<file path="config.mk">
export PLATFORM = sky130hd
export DESIGN_NAME = thor2022_bus_arbiter
export DESIGN_NICKNAME = d
export VERILOG_FILES = /design/src/rtl/thor2022_bus_arbiter.sv
export SDC_FILE = /design/constraint.sdc
export NUM_CORES = 1
export LEC_CHECK = 0
export ABC_CLOCK_PERIOD_IN_PS = 1200
export BUFFER_PORTS_ARGS = -buffer_cell sky130_fd_sc_hd__buf_2
export CORE_AREA = 2 2 367 369
export CTS_CLUSTER_SIZE = 24
export DETAILED_ROUTE_END_ITERATION = 8
export DIE_AREA = 0 0 369 371
export PLACE_DENSITY = 0.3
export SYNTH_ARGS = -nofsm -noshare
export SYNTH_HDL_FRONTEND = slang
export SYNTH_SLANG_ARGS = --single-unit
export TNS_END_PERCENT = 1
</file>
<file path="constraint.sdc">
create_clock -name clk_i -period 1.2 [get_ports clk_i]
set_input_delay 0.12 -clock clk_i [delete_from_list [all_inputs] [get_ports clk_i]]
set_output_delay 0.12 -clock clk_i [all_outputs]
set_load 0.005 [all_outputs]
</file>
<file path="src/rtl/thor2022_bus_arbiter.sv">
// Two-master round-robin Wishbone arbiter for the Thor2022 128-bit external bus.
// Optional stall watchdog enabled by defining THOR2022_BUS_ARB_TIMEOUT_EN.
module thor2022_bus_arbiter #(
    parameter int AW      = 32,
    parameter int DW      = 128,
    parameter int TIMEOUT = 255
) (
    input  logic              clk_i,
    input  logic              rst_ni,
    input  logic              m0_cyc_i,
    input  logic              m0_stb_i,
    input  logic              m0_we_i,
    input  logic [DW/8-1:0]   m0_sel_i,
    input  logic [AW-1:0]     m0_adr_i,
    input  logic [DW-1:0]     m0_dat_i,
    input  logic [2:0]        m0_cti_i,
    input  logic [1:0]        m0_bte_i,
    output logic              m0_ack_o,
    output logic              m0_err_o,
    output logic [DW-1:0]     m0_dat_o,
    input  logic              m1_cyc_i,
    input  logic              m1_stb_i,
    input  logic              m1_we_i,
    input  logic [DW/8-1:0]   m1_sel_i,
    input  logic [AW-1:0]     m1_adr_i,
    input  logic [DW-1:0]     m1_dat_i,
    input  logic [2:0]        m1_cti_i,
    input  logic [1:0]        m1_bte_i,
    output logic              m1_ack_o,
    output logic              m1_err_o,
    output logic [DW-1:0]     m1_dat_o,
    output logic              cyc_o,
    output logic              stb_o,
    output logic              we_o,
    output logic [DW/8-1:0]   sel_o,
    output logic [AW-1:0]     adr_o,
    output logic [DW-1:0]     dat_o,
    output logic [2:0]        cti_o,
    output logic [1:0]        bte_o,
    input  logic              ack_i,
    input  logic              err_i,
    input  logic [DW-1:0]     dat_i,
    output logic [1:0]        gnt_o
);
    localparam logic [1:0] IDLE = 2'd0;
    localparam logic [1:0] OWN0 = 2'd1;
    localparam logic [1:0] OWN1 = 2'd2;

    logic [1:0] r_state;
    logic [1:0] w_next;
    logic       r_last;
    logic       w_last_nxt;
    logic       w_own0;
    logic       w_own1;
    logic       w_err;

    assign w_own0 = (r_state == OWN0);
    assign w_own1 = (r_state == OWN1);
    assign gnt_o  = {w_own1, w_own0};

    // Owner returns to IDLE when it drops cyc, which guarantees a dead cycle between owners.
    always_comb begin
        w_next     = r_state;
        w_last_nxt = r_last;
        case (r_state)
            IDLE: begin
                if (m0_cyc_i && m1_cyc_i) begin
                    w_next     = r_last ? OWN0 : OWN1;
                    w_last_nxt = ~r_last;
                end else if (m0_cyc_i) begin
                    w_next     = OWN0;
                    w_last_nxt = 1'b0;
                end else if (m1_cyc_i) begin
                    w_next     = OWN1;
                    w_last_nxt = 1'b1;
                end
            end
            OWN0:    if (!m0_cyc_i) w_next = IDLE;
            OWN1:    if (!m1_cyc_i) w_next = IDLE;
            default: w_next = IDLE;
        endcase
    end

    always_ff @(posedge clk_i or negedge rst_ni) begin
        if (!rst_ni) begin
            r_state <= IDLE;
            r_last  <= 1'b1;
        end else begin
            r_state <= w_next;
            r_last  <= w_last_nxt;
        end
    end

    assign cyc_o = (w_own0 & m0_cyc_i) | (w_own1 & m1_cyc_i);
    assign stb_o = (w_own0 & m0_stb_i) | (w_own1 & m1_stb_i);
    assign we_o  = (w_own0 & m0_we_i)  | (w_own1 & m1_we_i);
    assign sel_o = ({(DW/8){w_own0}} & m0_sel_i) | ({(DW/8){w_own1}} & m1_sel_i);
    assign adr_o = ({AW{w_own0}} & m0_adr_i) | ({AW{w_own1}} & m1_adr_i);
    assign dat_o = ({DW{w_own0}} & m0_dat_i) | ({DW{w_own1}} & m1_dat_i);
    assign cti_o = ({3{w_own0}} & m0_cti_i) | ({3{w_own1}} & m1_cti_i);
    assign bte_o = ({2{w_own0}} & m0_bte_i) | ({2{w_own1}} & m1_bte_i);

`ifdef THOR2022_BUS_ARB_TIMEOUT_EN
    logic [7:0] r_wdog;
    logic       r_tmo;

    // A real ack/err in the timeout cycle wins: the forced error is only armed while still stalled.
    always_ff @(posedge clk_i or negedge rst_ni) begin
        if (!rst_ni) begin
            r_wdog <= 8'd0;
            r_tmo  <= 1'b0;
        end else begin
            r_tmo <= 1'b0;
            if (ack_i || err_i || !cyc_o) begin
                r_wdog <= 8'd0;
            end else if (stb_o) begin
                if (r_wdog == 8'(TIMEOUT)) begin
                    r_wdog <= 8'd0;
                    r_tmo  <= 1'b1;
                end else begin
                    r_wdog <= r_wdog + 8'd1;
                end
            end
        end
    end

    assign w_err = err_i | r_tmo;
`else
    logic [7:0] w_unused_timeout;
    assign w_unused_timeout = 8'(TIMEOUT);
    assign w_err            = err_i;
`endif

    assign m0_ack_o = w_own0 & ack_i;
    assign m1_ack_o = w_own1 & ack_i;
    assign m0_err_o = w_own0 & w_err;
    assign m1_err_o = w_own1 & w_err;
    assign m0_dat_o = {DW{w_own0}} & dat_i;
    assign m1_dat_o = {DW{w_own1}} & dat_i;
endmodule

</file>
======== Word-level counts from Yosys, hierarchy flattened ========
Cells that the tools add are included.
storage, ports and cells
  register bits ........................... 3
  word-level logic and storage cells ...... 53
  bits of input ports ..................... 500
  output and inout bits ................... 446
operators by class
  multiplexer cells ....................... 10
  bitwise gates (word level) .............. 31
  reductions and logical operators ........ 5
  eq/ne operators ......................... 5
operators with widths
  kind                  count
  $and A128 B128 Y128   4
  $or A128 B128 Y128    1
  $and A32 B32 Y32      2
  $and A16 B16 Y16      2
  $or A32 B32 Y32       1
  $or A16 B16 Y16       1
  $mux W2               6
  $and A1 B1 Y1         10
  $and A3 B3 Y3         2
  $pmux W2 S3           1
  $and A2 B2 Y2         2
  $ne A2 B2 Y1 const B  2
  $ne A4 B4 Y1 const B  1
  $mux W1               3
  $or A1 B1 Y1          3
  $or A3 B3 Y3          1
  $reduce_and A3 Y1     1
  $reduce_bool A3 Y1    1
  $eq A2 B1 Y1 const B  1
  $eq A2 B2 Y1 const B  1
  $logic_not A2 Y1      1
  $or A2 B2 Y2          1
  $reduce_and A2 Y1     1
  $logic_and A1 B1 Y1   1
  $not A1 Y1            1

======== Longest topological paths before layout ========
Gate-level depths: netlist (run 1).
  depth after elaboration ................. 4
  mapped depth ............................ 5
  depth with buffers taken out ............ 2

======== Worst setup path after synthesis (run 1) ========
Ideal clock, no wire load.
  path kind ............................... reg2out
  from .................................... reg r_state[1]
  to ...................................... out dat_o[100]
  cell stages (with the launch flop) ...... 6
  buffers on the path ..................... 3
  data arrival time ....................... 1.161 ns
  setup slack ............................. -0.081 ns
  required time ........................... 1.080 ns
  path through ............................ dfrtp_1 nor2b_2 buf_6 buf_6 buf_2 a22o_1
on the way
  word-level cells in the longest chain between the ends .. 3
  elaborated cells on any way between the ends .. 5
  classes of those cells .................. eq/ne: 2; bitwise: 3
ends and longest elaborated chain
  element                                              RTL line  source
  start: declaration                                   49        logic [1:0] r_state;
  start signal: assignment                             89        r_state <= w_next;
  $eq A2 B1 Y1 / $eq A2 B2 Y1 (equally long branches)  57, 58
  $and A128 B128 Y128                                  99        assign dat_o = ({DW{w_own0}} & m0_dat_i) | ({DW{w_own1}} & m1_dat_i);
  $or A128 B128 Y128 (*)                               99
  end: declaration                                     37        output logic [DW-1:0] dat_o,
Every way passes the cells marked *; elsewhere a longest branch is shown, timed or not.

======== Final worst setup path (run 1) ========
  from .................................... reg r_state[1]
  to ...................................... out dat_o[119]
The elaborated chain is that of the path after synthesis.

==> results of run 1 <==
## path summary, 6_finish.rpt
path	to	slack [ns]
worst max-delay path	dat_o[119]	-0.67
worst min-delay path	r_state[1]$_DFFE_PN0P_	0.21
worst max register to register	r_state[0]$_DFFE_PN0P_	0.10
worst min register to register	r_last$_DFFE_PN1P_	0.52
max in group asynchronous	r_last$_DFFE_PN1P_	0.67
min in group asynchronous	r_state[1]$_DFFE_PN0P_	0.32
## layout by cell type (no fill, tap or decap), types with 2 or more instances in the layout
| cell type | instances |
|---|---|
| buf_2 | 807 |
| a22o_4 | 37 |
| nor2b_1 | 2 |
| buf_12 | 21 |
| buf_16 | 11 |
| buf_6 | 131 |
| a22o_1 | 146 |
| dfrtp_1 | 2 |
| diode_2 | 23 |
| buf_4 | 47 |
| and2_4 | 40 |
| buf_8 | 12 |
| and2_1 | 220 |
| clkbuf_16 | 9 |
## logic make-up (layout without fill, tap and decap cells)
| kind of cell | count (synthesis) | count (layout) | synth area share, % |
|---|---|---|---|
| AOI/OAI and AO/OA | 187 | 187 | 41.4 |
| buffers and inverters | 72 | 1041 | 14.3 |
| DFF | 3 | 3 | 1.94 |
| and+or+nand+nor | 266 | 266 | 42.4 |
| other | 0 | 23 | 0 |
## per-stage QoR
| step | instance area [sq um] | util (%) | hold WS (ns) | total power, uW | TNS (ns) |
|---|---|---|---|---|---|
| global placement | 11100 | 8.37 | -0.0627 | 10000 | -148.24 |
| CTS | 12400 | 9.30 | 0.215 | 12100 | -248.45 |
| finish | 13100 | 9.86 | 0.215 | 12700 | -247.48 |
| floorplan | 3980 | - | -0.176 | 3870 | -17.31 |
| global route | 13100 | 9.83 | 0.228 | 13600 | -270.72 |
| detailed placement | 11100 | 8.37 | -0.0624 | 9970 | -149.98 |
## cell type report
| cell class | instances | area (sq um) |
|---|---|---|
| Clock buffer | 4 | 78.8 |
| Fill cell | 15755 | 120000 |
| Sequential cell | 3 | 76.3 |
| Antenna cell | 23 | 57.6 |
| Timing Repair Buffer | 1037 | 6940 |
| Multi-Input combinational cell | 453 | 3730 |
| Tap cell | 1768 | 2210 |
## layer usage
metal / global-route usage (%) / vias to the layer above / share of wire [%]
met2: 20.5 / 684 / 45
li1: - / 3882 / -
met4: 0.573 / 36 / 1.4
met3: 4.79 / 138 / 11
met1: 16.6 / 4246 / 43
met5: 0 / - / 0.24
## critical path, delay by kind of cell, from the launching register on
kind	cells	cell delay [ns]
and+or+nand+nor	1	0.34
buffers and inverters	4	0.60
AOI/OAI and AO/OA	1	0.20
DFF	1	0.38
## repair_timing
action | in CTS | in global routing
setup buffers | 10 | 6
hold endpoints to repair | 3 | 0
hold buffers | 1 | 0
setup endpoints to repair | 446 | 446
gates resized for setup | 256 | 112
gates cloned | 4 | 6
pin swaps | 72 | 60
## power by group through the flow
stage | Combinational [uW] | Clock (uW) | Sequential, uW
detailed placement | 9800 | 0 | 173
finish | 12000 | 534 | 173
floorplan | 3700 | 0 | 169
global placement | 9840 | 0 | 173
global route | 12800 | 539 | 175
CTS | 11400 | 538 | 173
## synthesized netlist by cell type
master	instances	area [sq um]
buf_2	26	130
o21a_1	1	7.51
and2b_1	1	7.51
nand2b_1	1	6.26
nor2b_1	2	12.5
a21oi_1	1	5.00
buf_4	3	22.5
nor3b_1	1	7.51
a2bb2oi_1	1	8.76
and2_1	260	1630
clkbuf_1	10	37.5
dfstp_2	1	26.3
a22o_1	184	1610
buf_6	33	372
dfrtp_1	2	50.1
nor2b_2	1	8.76
## state kept, by name, indices dropped and copies added (netlist names)
signal / cells
r_last: 1
r_state: 2
==> impl_metrics.tcl, run 1 <==
set metrics [dict create \
    initial_core_util_pct 2.97 \
    dp_cells 3235 \
    drcViolationCount 0 \
    p_sw_share_pct 47.6 \
    avgRoutedWirePerCell_um 28.7 \
    grt_pass1_vias 8298 \
    violations "negative setup slack" \
    ir_worst_vdd_mv 0.485 \
    wirelength_mm 94.5 \
    cts.sinks 3 \
    grt_pass1_wl_mm 108 \
    gr-total-overflow 0 \
    syn_inst 528 \
    rr_worst_depth 5 \
    hp-start "m1_cyc_i" \
    grt_use_total_pct 12.6 \
    die_h_um 371 \
    stdcell_count 3288 \
    via_count 8986 \
    clock_skew_ns 0.00241 \
    pwr-share-seq_pct 1.4 \
    leakagePower_uw 0.00685 \
    crit_chain "and2b_4 > buf_12 > clkbuf_16 > buf_8 > a22o_1 > buf_2" \
    drt_iter0_drc 423 \
    cap_violations 0 \
    setup_violations 446 \
    rsz0062_at_grt "true" \
    finalNetCount 1998 \
    holdPathStages 3 \
    synth_warnings 0 \
    ys_seq_area_share_pct 1.94 \
    place.gp.congestion 0.944 \
    outcome "complete, but fails checks" \
    max-slew-margin-rel_pct 80.2 \
    clock_path_buffers 2 \
    hold_class "primary input to flip-flop" \
    fin_crit_sh_pct 156 \
    r2r_start "r_state[1]$_DFFE_PN0P_" \
    power_per_cell_area_nw_per_um2 972 \
    path_max_fanout 8 \
    htreeDepth 1 \
    power_switching_uw 6050 \
    post-route-min-period_ns 1.87 \
    core_sq_um 133000 \
    firstDrtPassIters 5 \
    clock.fmax_mhz 535 \
    port-buffer-count 945 \
    die-area_sq_um 137000 \
    layout-drive-gt1-share_pct 74.8 \
    worstMarginPinSlew_ns 0.297 \
    dieWidth_um 369 \
    required_ns 1.08 \
    grt_max_degree 53 \
    ant_nets 0 \
    arrival_ns 1.75 \
    antenna_found_initial 107 \
    syn-num-nets 1028 \
    synth_seq_cells 3 \
    root_buffer "clkbuf_16" \
    vias_per_cell 2.73 \
    cp_slowest_cell "dfrtp_1" \
    pwr-share-comb_pct 94.4 \
    worstSetupStartpoint "r_state[1]$_DFFE_PN0P_" \
    syn_avg_cell_area_sq_um 7.46 \
    cp-start-kind "flip-flop" \
    critPathCaptureType "output port" \
    cts.clk_slew.worst_paths_ns 0.03 \
    place_ws_ns -0.725 \
    rows 134 \
    synthesis.area_sq_um 3940 \
    p_clk_share_pct 4.2 \
    worst_path_largest_cell_delay_ns 0.38 \
    clock_latency_ns 0.23 \
    io_pins 946 \
    dp_hpwl_mm 86.1 \
    cts_tree "done" \
    slew_violations 0 \
    cts_buffers 3 \
    setup_slack_ns -0.668 \
    final_hold_viol_count 0 \
    ys_types 16 \
    critPathKind "flip-flop to output port" \
    syn_to_final_growth_pct 232 \
    internal_power_uw 6670 \
]
No activity file was read; power rests on OpenSTA's default activity.
==> run 2: changes to the inputs <==
Settings changed: ABC_AREA from default to 1, CORE_AREA 2 2 367 369 to 2 2 372 374, DIE_AREA 0 0 369 371 to 0 0 374 376.
==> run 2 against run 1 <==
  * The flow still finishes with violations (negative setup slack)
  * Non-clock buffer count down 14
  * Flip-flop and latch count is the same
  * Routed wire length fell by 1.7%
  * Synthesized cell count increased by 96%
  * Total power rose by 77%
  * Sequential share of layout area barely moved
  * First-iteration DRC count rose by 42%
  * Setup slack got worse by 0.0045 ns
  * Cell count increased by 16%
  * Combinational power increased by 82%
  * Critical path type unchanged
  * Critical endpoint is now cti_o[1]
  * Largest cell class unchanged
  * Largest power group unchanged
==> impl_metrics.tcl, run 2 <==
set metrics [dict create \
    outcome "complete, but fails checks" \
    violations "negative setup slack" \
    io_pins 946 \
    core_sq_um 137000 \
    dr_wl_met3_mm 9.78 \
    dieWidth_um 374 \
    synth_adder_area_share_pct 0 \
    die_h_um 376 \
    synthesis.area_sq_um 4050 \
    ys_types 12 \
    rows 136 \
    leakagePower_uw 0.00787 \
    setup_violations 447 \
    grt_pass1_wl_mm 114 \
    grt_max_degree 39 \
    wl_met1_mm 37.0 \
    antenna_found_initial 163 \
    fin_crit_sh_pct 156 \
    synth_top_area_cell "nand2_1" \
    largest_reg_flops 2 \
    ys_seq_area_share_pct 1.89 \
    max-slew-margin-rel_pct 74.4 \
    internal_power_uw 10100 \
    holdPathStages 3 \
    pwr-share-seq_pct 0.9 \
    dp_hpwl_mm 86.3 \
    via_count 10788 \
    wl_met2_mm 43.6 \
    layout-drive-gt1-share_pct 58.5 \
    utilization_pct 9.25 \
    cts.sinks 3 \
    htreeDepth 1 \
    root_buffer "clkbuf_16" \
    setup_slack_ns -0.672 \
    power_per_cell_area_nw_per_um2 1780 \
    yosys.area_share.simple_pct 76.7 \
    clock_skew_ns 0.00128 \
    ant_nets 0 \
    syn-num-nets 1537 \
    grt_use_total_pct 12.5 \
    initial_core_util_pct 2.96 \
    syn_inst 1037 \
    yosys.area_share.xor_xnor_pct 0 \
    synth.most_common_cell "nand2_1" \
    clock_latency_ns 0.23 \
    rsz0062_at_grt "true" \
    path_max_fanout 7 \
    syn_avg_cell_area_sq_um 3.90 \
    final_hold_viol_count 0 \
    firstDrtPassIters 5 \
    synth_common_cells "nand2_1, nor2_1, inv_1, buf_2, clkbuf_1" \
    top_layer "met5" \
    clock_path_buffers 2 \
    arrival_ns 1.75 \
    ys.flop_type "dfrtp_1" \
    top_regs "r_state x2, r_last x1" \
    avgRoutedWirePerCell_um 24.4 \
    gr-total-overflow 0 \
    synth.top_cell.area_share_pct 51.9 \
    place_ws_ns -0.497 \
    ys_async_sr_fraction_pct 100 \
    place.gp.congestion 0.960 \
    cts_buffers 3 \
    p_sw_share_pct 55.2 \
    wirelength_mm 92.9 \
    setup-tns-final_ns -231.25 \
    required_ns 1.08 \
    dp_cells 3766 \
    slew_violations 0 \
    synth_compound_area_share_pct 0.247 \
    ir_worst_vdd_mv 0.557 \
    drcViolationCount 0 \
    cts.clk_slew.worst_paths_ns 0.03 \
    grt_pass1_vias 10229 \
    rr_worst_depth 6 \
    p_clk_share_pct 2.4 \
    netlist_top_cells_area "nand2_1, nor2_1, inv_1, buf_2, dfrtp_1" \
    cts_tree "done" \
    worstMarginPinSlew_ns 0.384 \
    cap_violations 0 \
    stdcell_count 3803 \
    synth_seq_cells 3 \
    die-area_sq_um 141000 \
    power_switching_uw 12400 \
    cp-start-kind "flip-flop" \
    synth_warnings 0 \
    synth_top_family_by_area "simple AND/OR/NAND/NOR gates" \
    post-route-min-period_ns 1.87 \
    syn_to_final_growth_pct 213 \
    hold_class "primary input to flip-flop" \
    top_register "r_state" \
    pwr-share-comb_pct 96.7 \
    synthMuxAreaShare_pct 0 \
    hold_ws_ns 0.221 \
    port-buffer-count 945 \
    drt_iter0_drc 600 \
    final_common_cell "buf_2" \
    finalNetCount 2495 \
    synth-edff-count 0 \
    layout.cells.most_common_list "buf_2, nand2_1, nor2_1, inv_1, nand2_2" \
    critPathKind "flip-flop to output port" \
    clock.fmax_mhz 534 \
    vias_per_cell 2.84 \
    fillerInstances 16495 \
    critPathCaptureType "output port" \
]
-- run 2: changes by cell type after synthesis, sizes merged, moves of 2 or more --
cell / previous run / this run
nor2: 0 / 265
nand2: 0 / 559
inv: 0 / 137
o21ai: 0 / 2
a22o: 184 / 0
nor2b: 3 / 0
and2: 260 / 0
buf: 62 / 59
-- run 2: worst paths after layout --
check	endpoint	startpoint	slack (ns)
min in group asynchronous	r_state[1]$_DFFE_PN0P_	rst_ni	0.26
max in group asynchronous	r_last$_DFFE_PN1P_	rst_ni	0.74
worst max register to register	r_state[1]$_DFFE_PN0P_	r_state[0]$_DFFE_PN0P_	-0.08
worst min-delay path	r_state[0]$_DFFE_PN0P_	m0_cyc_i	0.22
worst min register to register	r_last$_DFFE_PN1P_	r_last$_DFFE_PN1P_	0.46
worst max-delay path	cti_o[1]	r_state[0]$_DFFE_PN0P_	-0.67
-- run 2: logic make-up (layout without fill, tap and decap cells) --
| kind of cell | Yosys count | in the layout |
|---|---|---|
| and+or+nand+nor | 825 | 825 |
| AOI/OAI and AO/OA | 2 | 2 |
| DFF | 3 | 3 |
| buffers and inverters | 207 | 1164 |
| other | 0 | 15 |
-- run 2: worst max-delay path, cell delays in order, from the launching register on --
cell	delay, ns
dfrtp_1	0.41
nor2_4	0.17
buf_6	0.13
buf_12	0.14
buf_12	0.15
nand2_1	0.23
nand2_1	0.14
buf_2	0.13
-- run 2: cell type report --
class	count	area, sq um	share of cell area, %
flip-flops and latches	3	76.3	0.604
well taps	1794	2240	17.8
inverters	137	538	4.25
multi-input cells	827	3550	28.1
repair buffers	1023	6120	48.4
diodes	15	37.5	0.297
clock buffers	4	78.8	0.623
-- run 2: timing repair --
action	CTS	global route
setup buffers	9	2
hold buffers	1	0
pin swaps	7	21
resized for setup	155	98
endpoints found under the setup margin	447	448
gates cloned	6	1
hold endpoints to repair	3	0
-- run 2: power by group through the flow --
stage / clock, uW / combinational (uW) / sequential, uW
3_3_place_gp: 0 / 18800 / 220
5_1_grt: 554 / 23700 / 214
6_report: 536 / 21800 / 208
3_5_place_dp: 0 / 18800 / 213
2_1_floorplan: 0 / 6920 / 198
4_1_cts: 540 / 21500 / 206
-- run 2: stage by stage --
| stage | total power, uW | area, sq um |
|---|---|---|
| 3_3_place_gp | 19000 | 11400 |
| 2_1_floorplan | 7120 | 4050 |
| 3_5_place_dp | 19000 | 11400 |
| 5_1_grt | 24500 | 12600 |
| 4_1_cts | 22200 | 12300 |
| 6_report | 22500 | 12600 |
-- run 2: routing by layer --
metal | up-vias | global-route usage (%)
met3 | 324 | 5.12
li1 | 4856 | -
met2 | 821 | 21.9
met4 | 112 | 0.512
met5 | - | 0
met1 | 4675 | 15.0
==> run 3: changes to the inputs <==
Settings changed: BUFFER_PORTS_ARGS -buffer_cell sky130_fd_sc_hd__buf_2 to -buffer_cell sky130_fd_sc_hd__buf_4.
==> run 3 against run 2 <==
  * The run still ends with negative setup slack left
  * Clock skew fell by 0.00063 ns
  * Worst hold slack got worse by 0.062 ns
  * Design area rose by 15%
  * Clock-buffer cell count did not move
  * Total power rose by 7.1%
  * Routed wire length fell by 0.33%
  * Critical path depth rose by 1
  * Cell count fell by 0.45%
  * Flip-flop and latch count did not move
  * Critical endpoint is now m1_dat_o[12]
  * Largest cell class unchanged
  * Highest routed layer unchanged
==> impl_metrics.tcl, run 3 (synthesized netlist as in run 2, its figures left out) <==
set metrics [dict create \
    rows 136 \
    worst_path_largest_cell_delay_ns 0.41 \
    gr-total-overflow 0 \
    finalNetCount 2492 \
    layout-drive-gt1-share_pct 55.8 \
    internal_power_uw 12100 \
    top_regs "r_state x2, r_last x1" \
    arrival_ns 1.69 \
    pwr-share-comb_pct 96.9 \
    fin_crit_sh_pct 151 \
    setup_violations 447 \
    outcome "complete, but fails checks" \
    path_delay_family "buffers and inverters" \
    path_max_fanout 16 \
    cp-start-kind "flip-flop" \
    drcViolationCount 0 \
    hp-start "m1_cyc_i" \
    grt_use_total_pct 12.4 \
    setup-tns-final_ns -207.66 \
    cts.sinks 3 \
    clock_latency_ns 0.22 \
    dp_hpwl_mm 86.7 \
    wirelength_mm 92.6 \
    cp_common_cell "buf_4" \
    place.gp.congestion 0.937 \
    ir_worst_vdd_mv 0.845 \
    htreeDepth 1 \
    worstSetupStartpoint "r_state[1]$_DFFE_PN0P_" \
    grt_pass1_vias 10190 \
    syn_to_final_growth_pct 259 \
    power_switching_uw 12000 \
    r2r_start "r_state[0]$_DFFE_PN0P_" \
    io_pins 946 \
    grt_max_degree 43 \
    vias_per_cell 2.72 \
    cts.clk_slew.worst_paths_ns 0.03 \
    clock_path_buffers 2 \
    p_sw_share_pct 49.9 \
    critPathKind "flip-flop to output port" \
    setup_slack_ns -0.609 \
    power_per_cell_area_nw_per_um2 1660 \
    leakagePower_uw 0.00825 \
    p_clk_share_pct 2.2 \
    placed_area_sq_um 13800 \
    cp_slowest_cell "dfrtp_1" \
    die-area_sq_um 141000 \
    port-buffer-count 945 \
    multi_input_area_sq_um 3360 \
    worst-path-buf-inv 6 \
    clock.fmax_mhz 553 \
    slew_violations 0 \
    crit_chain "inv_2 > nor2_4 > buf_4 > inv_8 > buf_12 > nor2_1 > buf_4 > buf_4" \
    via_count 10291 \
    post-route-min-period_ns 1.81 \
    antenna_found_initial 95 \
    fillerInstances 16338 \
    cts_tree "done" \
    cts_buffers 3 \
    die_h_um 376 \
    stdcell_count 3786 \
    cap_violations 0 \
    root_buffer "clkbuf_16" \
    hold_class "primary input to flip-flop" \
    layout.cells.most_common_list "buf_4, nand2_1, nor2_1, inv_1, buf_6" \
    final_common_cell "buf_4" \
    post-route-cell-area_sq_um 14500 \
    pwr-share-seq_pct 0.9 \
    worstMarginPinSlew_ns 0.363 \
    final_hold_viol_count 0 \
    dieWidth_um 374 \
    critPathCaptureType "output port" \
    clock_skew_ns 0.000653 \
    core_sq_um 137000 \
    max-slew-margin-rel_pct 75.7 \
    dp_cells 3774 \
    initial_core_util_pct 2.96 \
    largest_reg_flops 2 \
    firstDrtPassIters 4 \
    top_register "r_state" \
    ant_nets 0 \
    place_ws_ns -0.474 \
    required_ns 1.08 \
    violations "negative setup slack" \
    avgRoutedWirePerCell_um 24.4 \
    grt_pass1_wl_mm 114 \
    regArea_sq_um 76.3 \
    drt_iter0_drc 522 \
    totalPowerFinal_uw 24100 \
    rsz0062_at_grt "true" \
]
==> run 3: worst paths after layout <==
check                                         endpoint  slack (ns)  depth (start not counted)
worst max-delay path                      m1_dat_o[12]       -0.61                          8
worst min-delay path            r_state[1]$_DFFE_PN0P_        0.16                          3
worst max register to register  r_state[0]$_DFFE_PN0P_       -0.04                          6
worst min register to register      r_last$_DFFE_PN1P_        0.47                          2
max in group asynchronous           r_last$_DFFE_PN1P_        0.64                          2
min in group asynchronous       r_state[1]$_DFFE_PN0P_        0.37                          2
==> run 3: area by class of cell <==
class                      count  share of cell area, %
sequential                     3                  0.526
antenna                        1                 0.0173
multi-input combinational    827                   23.1
clock buffer                   4                  0.543
tap                         1794                   15.5
timing repair buffer        1020                   56.6
inverter                     137                   3.71
==> run 3: tightest hold or removal path, delay by kind of cell <==
family        cells  cell delay [ns]
simple gates      2             0.12
buf+inv           1             0.10
==> run 3: metal layers <==
| metal | track usage, % | share of wire (%) | vias up |
|---|---|---|---|
| li1 | - | - | 4830 |
| met1 | 14.9 | 40 | 4592 |
| met2 | 21.8 | 48 | 628 |
| met3 | 4.87 | 9.7 | 161 |
| met4 | 0.619 | 1.0 | 80 |
| met5 | 0 | 0.53 | - |
==> run 3: per-stage QoR <==
step	hold WS [ns]	utilization (%)
6_report	0.159	10.6
3_3_place_gp	-0.0816	10.1
5_1_grt	0.168	10.6
4_1_cts	0.157	10.5
3_5_place_dp	-0.0809	10.1
2_1_floorplan	-0.176	-
==> run 3: repair_timing <==
item	in CTS	in global routing
endpoints found under the hold margin	3	0
pin swaps	6	6
cloned	5	0
gates resized for setup	102	41
hold buffers	1	0
endpoints found under the setup margin	447	448
buffers inserted	1	0
==> run 3: power groups by stage <==
stage | Sequential, uW | Combinational (uW) | Clock (uW)
4_1_cts | 220 | 23800 | 530
3_5_place_dp | 219 | 22200 | 0
5_1_grt | 225 | 25400 | 540
6_report | 220 | 23400 | 527
2_1_floorplan | 198 | 6920 | 0
3_3_place_gp | 219 | 22300 | 0
